===== config.mk =====
export PLATFORM = sky130hd
export DESIGN_NAME = l2_arbiter
export DESIGN_NICKNAME = d
export VERILOG_FILES = /design/src/rtl/xentry_pkg.sv /design/src/rtl/l2_arbiter.sv
export SDC_FILE = /design/constraint.sdc
export NUM_CORES = 1
export LEC_CHECK = 0
export ABC_AREA = 1
export CORE_MARGIN = 2
export CORE_UTILIZATION = 27
export DETAILED_ROUTE_END_ITERATION = 8
export PLACE_DENSITY = 0.82
export SLEW_MARGIN = 20
export SYNTH_ARGS = -nofsm -noshare
export SYNTH_HDL_FRONTEND = slang
export SYNTH_SLANG_ARGS = --single-unit

===== constraint.sdc =====
create_clock -name clk -period 1.9 [get_ports clk]
set_input_delay 0.38 -clock clk [delete_from_list [all_inputs] [get_ports clk]]
set_output_delay 0.38 -clock clk [all_outputs]
set_load 0.02 [all_outputs]

===== src/rtl/xentry_pkg.sv =====
// Shared types for the xentry memory hierarchy: machine word width and the
// memory operation encoding used by the cache-to-L2 request ports.
package xentry_pkg;

  localparam int XLEN = 32;

  typedef enum logic [1:0] {
    LOAD       = 2'd0,
    STORE      = 2'd1,
    MO_UNKNOWN = 2'd2
  } memory_operation_e;

endpackage


===== src/rtl/l2_arbiter.sv =====
// Two-requester L2 port arbiter: icache and dcache share one L2 request port.
// Bursts are never split, ties alternate, and stray completions are flagged.
module l2_arbiter
  import xentry_pkg::*;
(
  input  logic                   clk,
  input  logic                   reset,

  input  logic                   ic_req_valid,
  input  memory_operation_e      ic_req_type,
  input  logic [XLEN-1:0]        ic_req_address,
  output logic                   ic_req_fulfilled,

  input  logic                   dc_req_valid,
  input  memory_operation_e      dc_req_type,
  input  logic [XLEN-1:0]        dc_req_address,
  input  logic [XLEN-1:0]        dc_req_wdata,
  output logic                   dc_req_fulfilled,

  output logic                   l2_req_valid,
  output memory_operation_e      l2_req_type,
  output logic [XLEN-1:0]        l2_req_address,
  output logic [XLEN-1:0]        l2_req_wdata,
  input  logic                   l2_req_fulfilled,

  output logic [1:0]             grant_owner,
  output logic [7:0]             beat_count,
  output logic                   protocol_error
);

  typedef enum logic [1:0] {
    ST_IDLE     = 2'd0,
    ST_GRANT_IC = 2'd1,
    ST_GRANT_DC = 2'd2
  } state_e;

  state_e state, next_state;
  logic   last_dc;      // dcache held the most recent grant
  logic   owner_valid;

  // NOTE: every signal written here gets a default before the case so no
  // path leaves a value unassigned and no latch is inferred.
  always_comb begin
    next_state       = state;
    owner_valid      = 1'b0;
    grant_owner      = 2'd0;
    l2_req_type      = LOAD;
    l2_req_address   = '0;
    l2_req_wdata     = '0;
    ic_req_fulfilled = 1'b0;
    dc_req_fulfilled = 1'b0;

    case (state)
      ST_IDLE: begin
        if (ic_req_valid && dc_req_valid)
          next_state = last_dc ? ST_GRANT_IC : ST_GRANT_DC;
        else if (dc_req_valid)
          next_state = ST_GRANT_DC;
        else if (ic_req_valid)
          next_state = ST_GRANT_IC;
      end

      ST_GRANT_IC: begin
        owner_valid      = ic_req_valid;
        grant_owner      = 2'd1;
        l2_req_type      = ic_req_type;
        l2_req_address   = ic_req_address;
        ic_req_fulfilled = ic_req_valid && l2_req_fulfilled;
        if (!ic_req_valid)
          next_state = dc_req_valid ? ST_GRANT_DC : ST_IDLE;
      end

      ST_GRANT_DC: begin
        owner_valid      = dc_req_valid;
        grant_owner      = 2'd2;
        l2_req_type      = dc_req_type;
        l2_req_address   = dc_req_address;
        l2_req_wdata     = dc_req_wdata;
        dc_req_fulfilled = dc_req_valid && l2_req_fulfilled;
        if (!dc_req_valid)
          next_state = ic_req_valid ? ST_GRANT_IC : ST_IDLE;
      end

      default: begin
        // Unreachable encoding: poison everything so it cannot go unnoticed.
        next_state       = state_e'(2'bxx);
        owner_valid      = 1'bx;
        grant_owner      = 2'bxx;
        l2_req_type      = memory_operation_e'(2'bxx);
        l2_req_address   = 'x;
        l2_req_wdata     = 'x;
        ic_req_fulfilled = 1'bx;
        dc_req_fulfilled = 1'bx;
      end
    endcase

    l2_req_valid = owner_valid;
  end

  // NOTE: state registers use non-blocking assignments so every flop samples
  // pre-edge values regardless of statement order.
  always_ff @(posedge clk) begin
    if (!reset) begin
      state          <= ST_IDLE;
      last_dc        <= 1'b0;
      beat_count     <= '0;
      protocol_error <= 1'b0;
    end else begin
      state <= next_state;

      if (next_state != state && next_state != ST_IDLE) begin
        beat_count <= '0;
        last_dc    <= (next_state == ST_GRANT_DC);
      end else if (l2_req_fulfilled && owner_valid && beat_count != 8'hFF) begin
        beat_count <= beat_count + 8'd1;
      end

      // Completion with nobody to deliver it to is dropped and remembered.
      if (l2_req_fulfilled && !owner_valid)
        protocol_error <= 1'b1;
    end
  end

endmodule


==> impl_metrics.yaml, run 1 <==
setup_path:
  crit_fanout: 10
  r2r_cells: 12
  max_stage_delay_ps: 330
  crit_top_cell: "buf_6"
  crit_chain: "inv_4 > ha_4 > buf_6 > buf_6 > nand2_1 > a21oi_2 > buf_6"
  crit_type: "reg -> out"
  critical_path.top_delay_family: "buffers and inverters"
  critPathLaunch: "state[0]$_SDFF_PN0_"
  rrSetupSlack_ps: 110
  r2r-end: "beat_count[5]$_SDFFE_PP0P_"
  critPathCaptureType: "primary output"
  start_kind: "flop"
  crit_buf_inv: 4
  critPathRequiredTime_ps: 1520
  cp_slowest_cell: "dfxtp_2"
  r2r_start: "state[1]$_SDFF_PN0_"
  crit_cells: 7
  crit_path_end: "l2_req_address[0]"
  arrival_ps: 1490
floorplanning:
  pin_count: 185
  dieArea_sq_mm: 0.00640
  start_util: 0.281
  die_h_um: 80.0
  die_w_um: 80.0
  rows: 27
  design.core.area_sq_mm: 0.00554
sta:
  finalSetupViolations: 0
  finalCritPeriodShare: 0.986
  fin_ws_ps: 25.8
  max_freq_mhz: 534
  setup-tns-final_ps: 0
  fin_skew_ps: 3.81
  drv_slew: 0
  relSlewSlack: 0.838
  min_period_ps: 1870
  whs_ps: 515
  rsz0062_at_grt: "yes"
  tightest_slew_ps: 243
  hold_viol: 0
detailed_routing:
  postRouteAntennaNets: 0
  via_per_inst: 4.47
  dr.pass1.iters: 4
  drc_errors: 0
  post_drt_wl_per_cell_um: 14.3
  wl_um: 8080
  drt_iter0_markers: 95
  vias: 2521
run:
  cap_viol_max_count: 0
synth:
  avgSynthCellArea_sq_um: 5.38
  netlist_area_sq_mm: 0.00156
  ys_seq_area_frac: 0.154
  synthesis.nets: 401
  ys_seq_elements: 12
  yosysWarnings: 0
  syn_inst: 290
  yosysUniqueCellTypes: 27
global_routing:
  grt_pass1_vias: 2333
  grt_util_all_layers: 0.225
  grt_pass1_wl_um: 11500
  grt_max_degree: 30
  grt-ovfl-total: 0
  grt_antenna_before_repair: 0
pwr:
  p_leak_nw: 1.88
  ir_drop_v: 0.00101
  p_per_area_mw_per_mm2: 836
cts:
  root_buffer: "clkbuf_8"
  cts_buffers: 3
  clock_latency_ps: 250
  cts_tree: "done"
  htreeDepth: 1
  clock_path_buffers: 2
  cts.clk_slew.worst_paths_ps: 50
  clock_sinks: 12
  hold_buffers: 0
finish:
  area_growth_pct: 142
  layout.nets: 605
  drive_gt1_frac: 0.272
  diodes: 0
placed_design:
  globalplace.congestion: 0.813
  numPortBuffers: 184
  hpwlAfterDp_um: 6170
  place_ws_ps: -306
min_path:
  hold_class: "reg -> reg"
run_status:
  outcome: "completed"
==> power by group <==
part	internal, W	switching (W)
Sequential	0.000281	0.0000253
Clock	0.000140	0.0000951
Combinational	0.00121	0.00140
==> metal layers <==
metal / routed length (um) / global-route usage / vias to the layer above / share of wire
met3: 682 / 0.0498 / 17 / 0.084
li1: - / - / 1282 / -
met4: 146 / 0.0593 / 0 / 0.018
met1: 3230 / 0.268 / 1108 / 0.40
met5: 0 / 0 / - / 0
met2: 4020 / 0.404 / 114 / 0.50
==> cells by family after synthesis <==
logic type,count (synthesis),share of synthesized area
DFF,12,0.154
buffers and inverters,63,0.158
xor gates and xnor gates,6,0.0337
AOI/OAI and AO/OA,45,0.169
adders and majority gates,6,0.0482
and+or+nand+nor,158,0.437
==> per-stage QoR <==
stage	power (W)	std cells	utilization	instance area, sq um
2_1_floorplan	0.00148	290	-	1570
3_3_place_gp	0.00270	554	0.664	3680
3_5_place_dp	0.00273	554	0.664	3680
4_1_cts	0.00280	558	0.633	3510
5_1_grt	0.00335	564	0.680	3770
6_report	0.00315	564	0.680	3770
==> what timing repair did <==
action / CTS / global route
cloned: 0 / 3
resized for setup: 236 / 53
pin swaps: 1 / 5
setup buffers: 1 / 3
endpoints found under the setup margin: 80 / 50
==> cells in the final DEF (no fill, tap or decap), drive strengths merged <==
master / n
clkdlybuf4s15: 5
nand3: 11
clkbuf: 7
dfxtp: 12
ha: 6
xnor2: 3
buf: 78
a21oi: 42
o21ai: 3
dlygate4sd2: 14
nand4: 2
nor2: 12
xor2: 3
nor4: 1
nand2: 131
clkdlybuf4s50: 113
or2: 1
inv: 48
==> cell usage after synthesis <==
cell type | count | area, sq um
a21oi_1 | 36 | 180
nand2_4 | 2 | 22.5
buf_1 | 6 | 22.5
nor4_1 | 1 | 6.26
nor2_1 | 7 | 26.3
clkbuf_1 | 6 | 22.5
nand3_1 | 9 | 45.0
nand2_1 | 123 | 462
inv_1 | 46 | 173
or2_1 | 1 | 6.26
buf_6 | 1 | 11.3
xnor2_1 | 3 | 26.3
ha_1 | 6 | 75.1
nand3_4 | 1 | 17.5
xor2_1 | 3 | 26.3
o21ai_2 | 1 | 8.76
a21oi_2 | 6 | 52.6
inv_2 | 2 | 7.51
o21ai_4 | 1 | 16.3
o21ai_0 | 1 | 5.00
nor2_4 | 1 | 11.3
buf_2 | 2 | 10.0
nand2_2 | 6 | 37.5
nand4_1 | 2 | 12.5
nand3_2 | 1 | 10.0
nor2_2 | 4 | 25.0
dfxtp_1 | 12 | 240
==> worst min-delay path: cells and delay by family (launching register included) <==
kind | cells | cell delay (ps)
AND/OR/NAND/NOR | 1 | 80
AO/OA/AOI/OAI | 1 | 60
flip-flops | 1 | 340
==> state kept, by name, summed over array words and instances (netlist names) <==
register        cells
protocol_error      1
beat_count          8
last_dc             1
state               2
==> cell type report <==
class                           instances  area (sq um)
Tap cell                               72          90.1
Inverter                               48           188
Clock buffer                            3          41.3
Multi-Input combinational cell        215          1170
Timing Repair Buffer                  214          2030
Fill cell                             503          1770
Sequential cell                        12           245
==> worst min-delay path by stage <==
| stage | startpoint | end | cells after the start |
|---|---|---|---|
| floorplan | reset | last_dc$_SDFFE_PN0P_ | 2 |
| global placement | protocol_error$_SDFFE_PN0P_ | protocol_error$_SDFFE_PN0P_ | 2 |
| detailed placement | protocol_error$_SDFFE_PN0P_ | protocol_error$_SDFFE_PN0P_ | 2 |
| CTS | protocol_error$_SDFFE_PN0P_ | protocol_error$_SDFFE_PN0P_ | 2 |
| global route | protocol_error$_SDFFE_PN0P_ | protocol_error$_SDFFE_PN0P_ | 2 |
| finish | protocol_error$_SDFFE_PN0P_ | protocol_error$_SDFFE_PN0P_ | 2 |
(Power assumes the default switching activity.)
==> run 2, diff against run 1 <==
--- a/config.mk
+++ b/config.mk
@@ -6,10 +6,9 @@
 export NUM_CORES = 1
 export LEC_CHECK = 0
 export ABC_AREA = 1
-export CORE_MARGIN = 2
 export CORE_UTILIZATION = 27
 export DETAILED_ROUTE_END_ITERATION = 8
-export PLACE_DENSITY = 0.82
+export PLACE_DENSITY = 0.78
 export SLEW_MARGIN = 20
 export SYNTH_ARGS = -nofsm -noshare
 export SYNTH_HDL_FRONTEND = slang
==> run 2 against run 1 <==
  * Combinational power decreased by 3%
  * Sequential power about the same
  * Highest routed layer unchanged
  * Critical endpoint is now l2_req_address[5]
  * Critical path type unchanged
  * Via count increased by 0.36%
  * Largest power group unchanged
==> impl_metrics.yaml, run 2 (synthesis results as in run 1) <==
run_status:
  outcome: "completed"
placed_design:
  globalplace.congestion: 0.852
  place_ws_ps: -289
  dpl_cell_area_sq_mm: 0.00371
  hpwlAfterDp_um: 6070
  numPortBuffers: 184
finish:
  stdcell_area_sq_mm: 0.00368
  top_regs: "beat_count x8, state x2"
  diodes: 0
  largest-register: "beat_count"
  layout.nets: 608
  largest_reg_flops: 8
  drive_gt1_frac: 0.297
  final_util: 0.665
  mostFrequentLayoutCells: "122 x nand2_1, 113 x clkdlybuf4s50_1, 44 x inv_1, 39 x buf_4, 26 x a21oi_1"
  mostFrequentLayoutCell: "nand2_1"
  area_growth_pct: 136
min_path:
  hold_class: "reg -> reg"
  hold-path-cell-count: 2
  hold_path_end: "protocol_error$_SDFFE_PN0P_"
  holdCritStartpoint: "protocol_error$_SDFFE_PN0P_"
floorplanning:
  rows: 27
  pin_count: 185
  design.core.area_sq_mm: 0.00554
  die_h_um: 78.0
  die_w_um: 78.0
  start_util: 0.281
  dieArea_sq_mm: 0.00608
setup_path:
  rrSetupSlack_ps: 130
  critPathCaptureType: "primary output"
  r2r_cells: 11
  crit_fanout: 7
  critPathRequiredTime_ps: 1520
  r2r-end: "beat_count[3]$_SDFFE_PP0P_"
  start_kind: "flop"
  r2r_start: "state[0]$_SDFF_PN0_"
  crit_type: "reg -> out"
  arrival_ps: 1490
cts:
  cts_buffers: 3
  cts_tree: "done"
  cts.clk_slew.worst_paths_ps: 50
  clock_path_buffers: 2
  root_buffer: "clkbuf_8"
  clock_latency_ps: 240
  clock_sinks: 12
  htreeDepth: 1
sta:
  drv_slew: 0
  min_period_ps: 1870
  rsz0062_at_grt: "yes"
  finalSetupViolations: 0
  fin_ws_ps: 30.9
  whs_ps: 492
  max_freq_mhz: 535
  fin_skew_ps: 2.49
  relSlewSlack: 0.819
  tightest_slew_ps: 270
  finalCritPeriodShare: 0.984
  hold_viol: 0
global_routing:
  grt_pass1_vias: 2364
  grt_max_degree: 38
  grt_util_all_layers: 0.243
  use_met3: 0.0447
  met2_usage: 0.449
  grt_antenna_before_repair: 0
  grt_pass1_wl_um: 11900
  grt_use_met1: 0.286
  busiest_layer: "met2"
  grt-ovfl-total: 0
detailed_routing:
  drc_errors: 0
  dr.pass1.iters: 4
  post_drt_wl_per_cell_um: 13.8
  wl_um: 7820
  postRouteAntennaNets: 0
  vias: 2530
  via_per_inst: 4.46
  drt_iter0_markers: 79
pwr:
  p_per_area_mw_per_mm2: 835
  total_power_w: 0.00308
  p_leak_nw: 1.82
  ir_drop_v: 0.000642
run:
  cap_viol_max_count: 0
-- run 2: repair_timing --
item	CTS	global route
setup endpoints to repair	80	77
hold buffers	0	0
pin swaps	2	8
endpoints found under the hold margin	0	0
cloned	0	2
setup buffers	0	6
gates resized for setup	237	55
-- run 2: routing by layer --
metal,vias up,share of wire
li1,1287,-
met1,1140,0.42
met2,90,0.49
met3,13,0.069
met4,0,0.020
met5,-,0
-- run 2: worst max-delay path by stage --
stage               cells after the start                 to                start
floorplan                               5  l2_req_address[0]  state[1]$_SDFF_PN0_
global placement                        4   ic_req_fulfilled         ic_req_valid
detailed placement                      4   ic_req_fulfilled         ic_req_valid
CTS                                     6     l2_req_type[1]  state[0]$_SDFF_PN0_
global route                            7  l2_req_address[6]  state[0]$_SDFF_PN0_
finish                                  7  l2_req_address[5]  state[0]$_SDFF_PN0_
-- run 2: critical path, cell delays in order (launching register included) --
cell and delay (ps):
dfxtp_4 370, inv_4 80, ha_4 200, buf_8 150, buf_12 110, nand2_1 40
a21oi_1 120, buf_2 180
-- run 2: power by group --
part	switching [W]	total, W	internal (W)
logic	0.00139	0.00254	0.00115
registers	0.0000278	0.000310	0.000282
clock network	0.0000896	0.000229	0.000139
total	0.00150	0.00308	0.00157
-- run 2: area by class of cell --
class,count,area (sq um)
Multi-Input combinational cell,215,1160
Sequential cell,12,248
Inverter,48,190
Clock buffer,3,41.3
Tap cell,72,90.1
Timing Repair Buffer,217,1950
Fill cell,486,1860
-- run 2: per-stage QoR --
step,instances,TNS [ps]
floorplan,290,0
global placement,558,-10650
detailed placement,558,-13050
CTS,561,-7.29
global route,567,-26.7
finish,567,0
==> run 3, diff against run 2 <==
--- a/config.mk
+++ b/config.mk
@@ -6,6 +6,7 @@
 export NUM_CORES = 1
 export LEC_CHECK = 0
 export ABC_AREA = 1
+export ABC_CLOCK_PERIOD_IN_PS = 1900
 export CORE_UTILIZATION = 27
 export DETAILED_ROUTE_END_ITERATION = 8
 export PLACE_DENSITY = 0.78
==> results of run 3 <==
No change in the layout: final DEF, timing and power equal those of run 2.
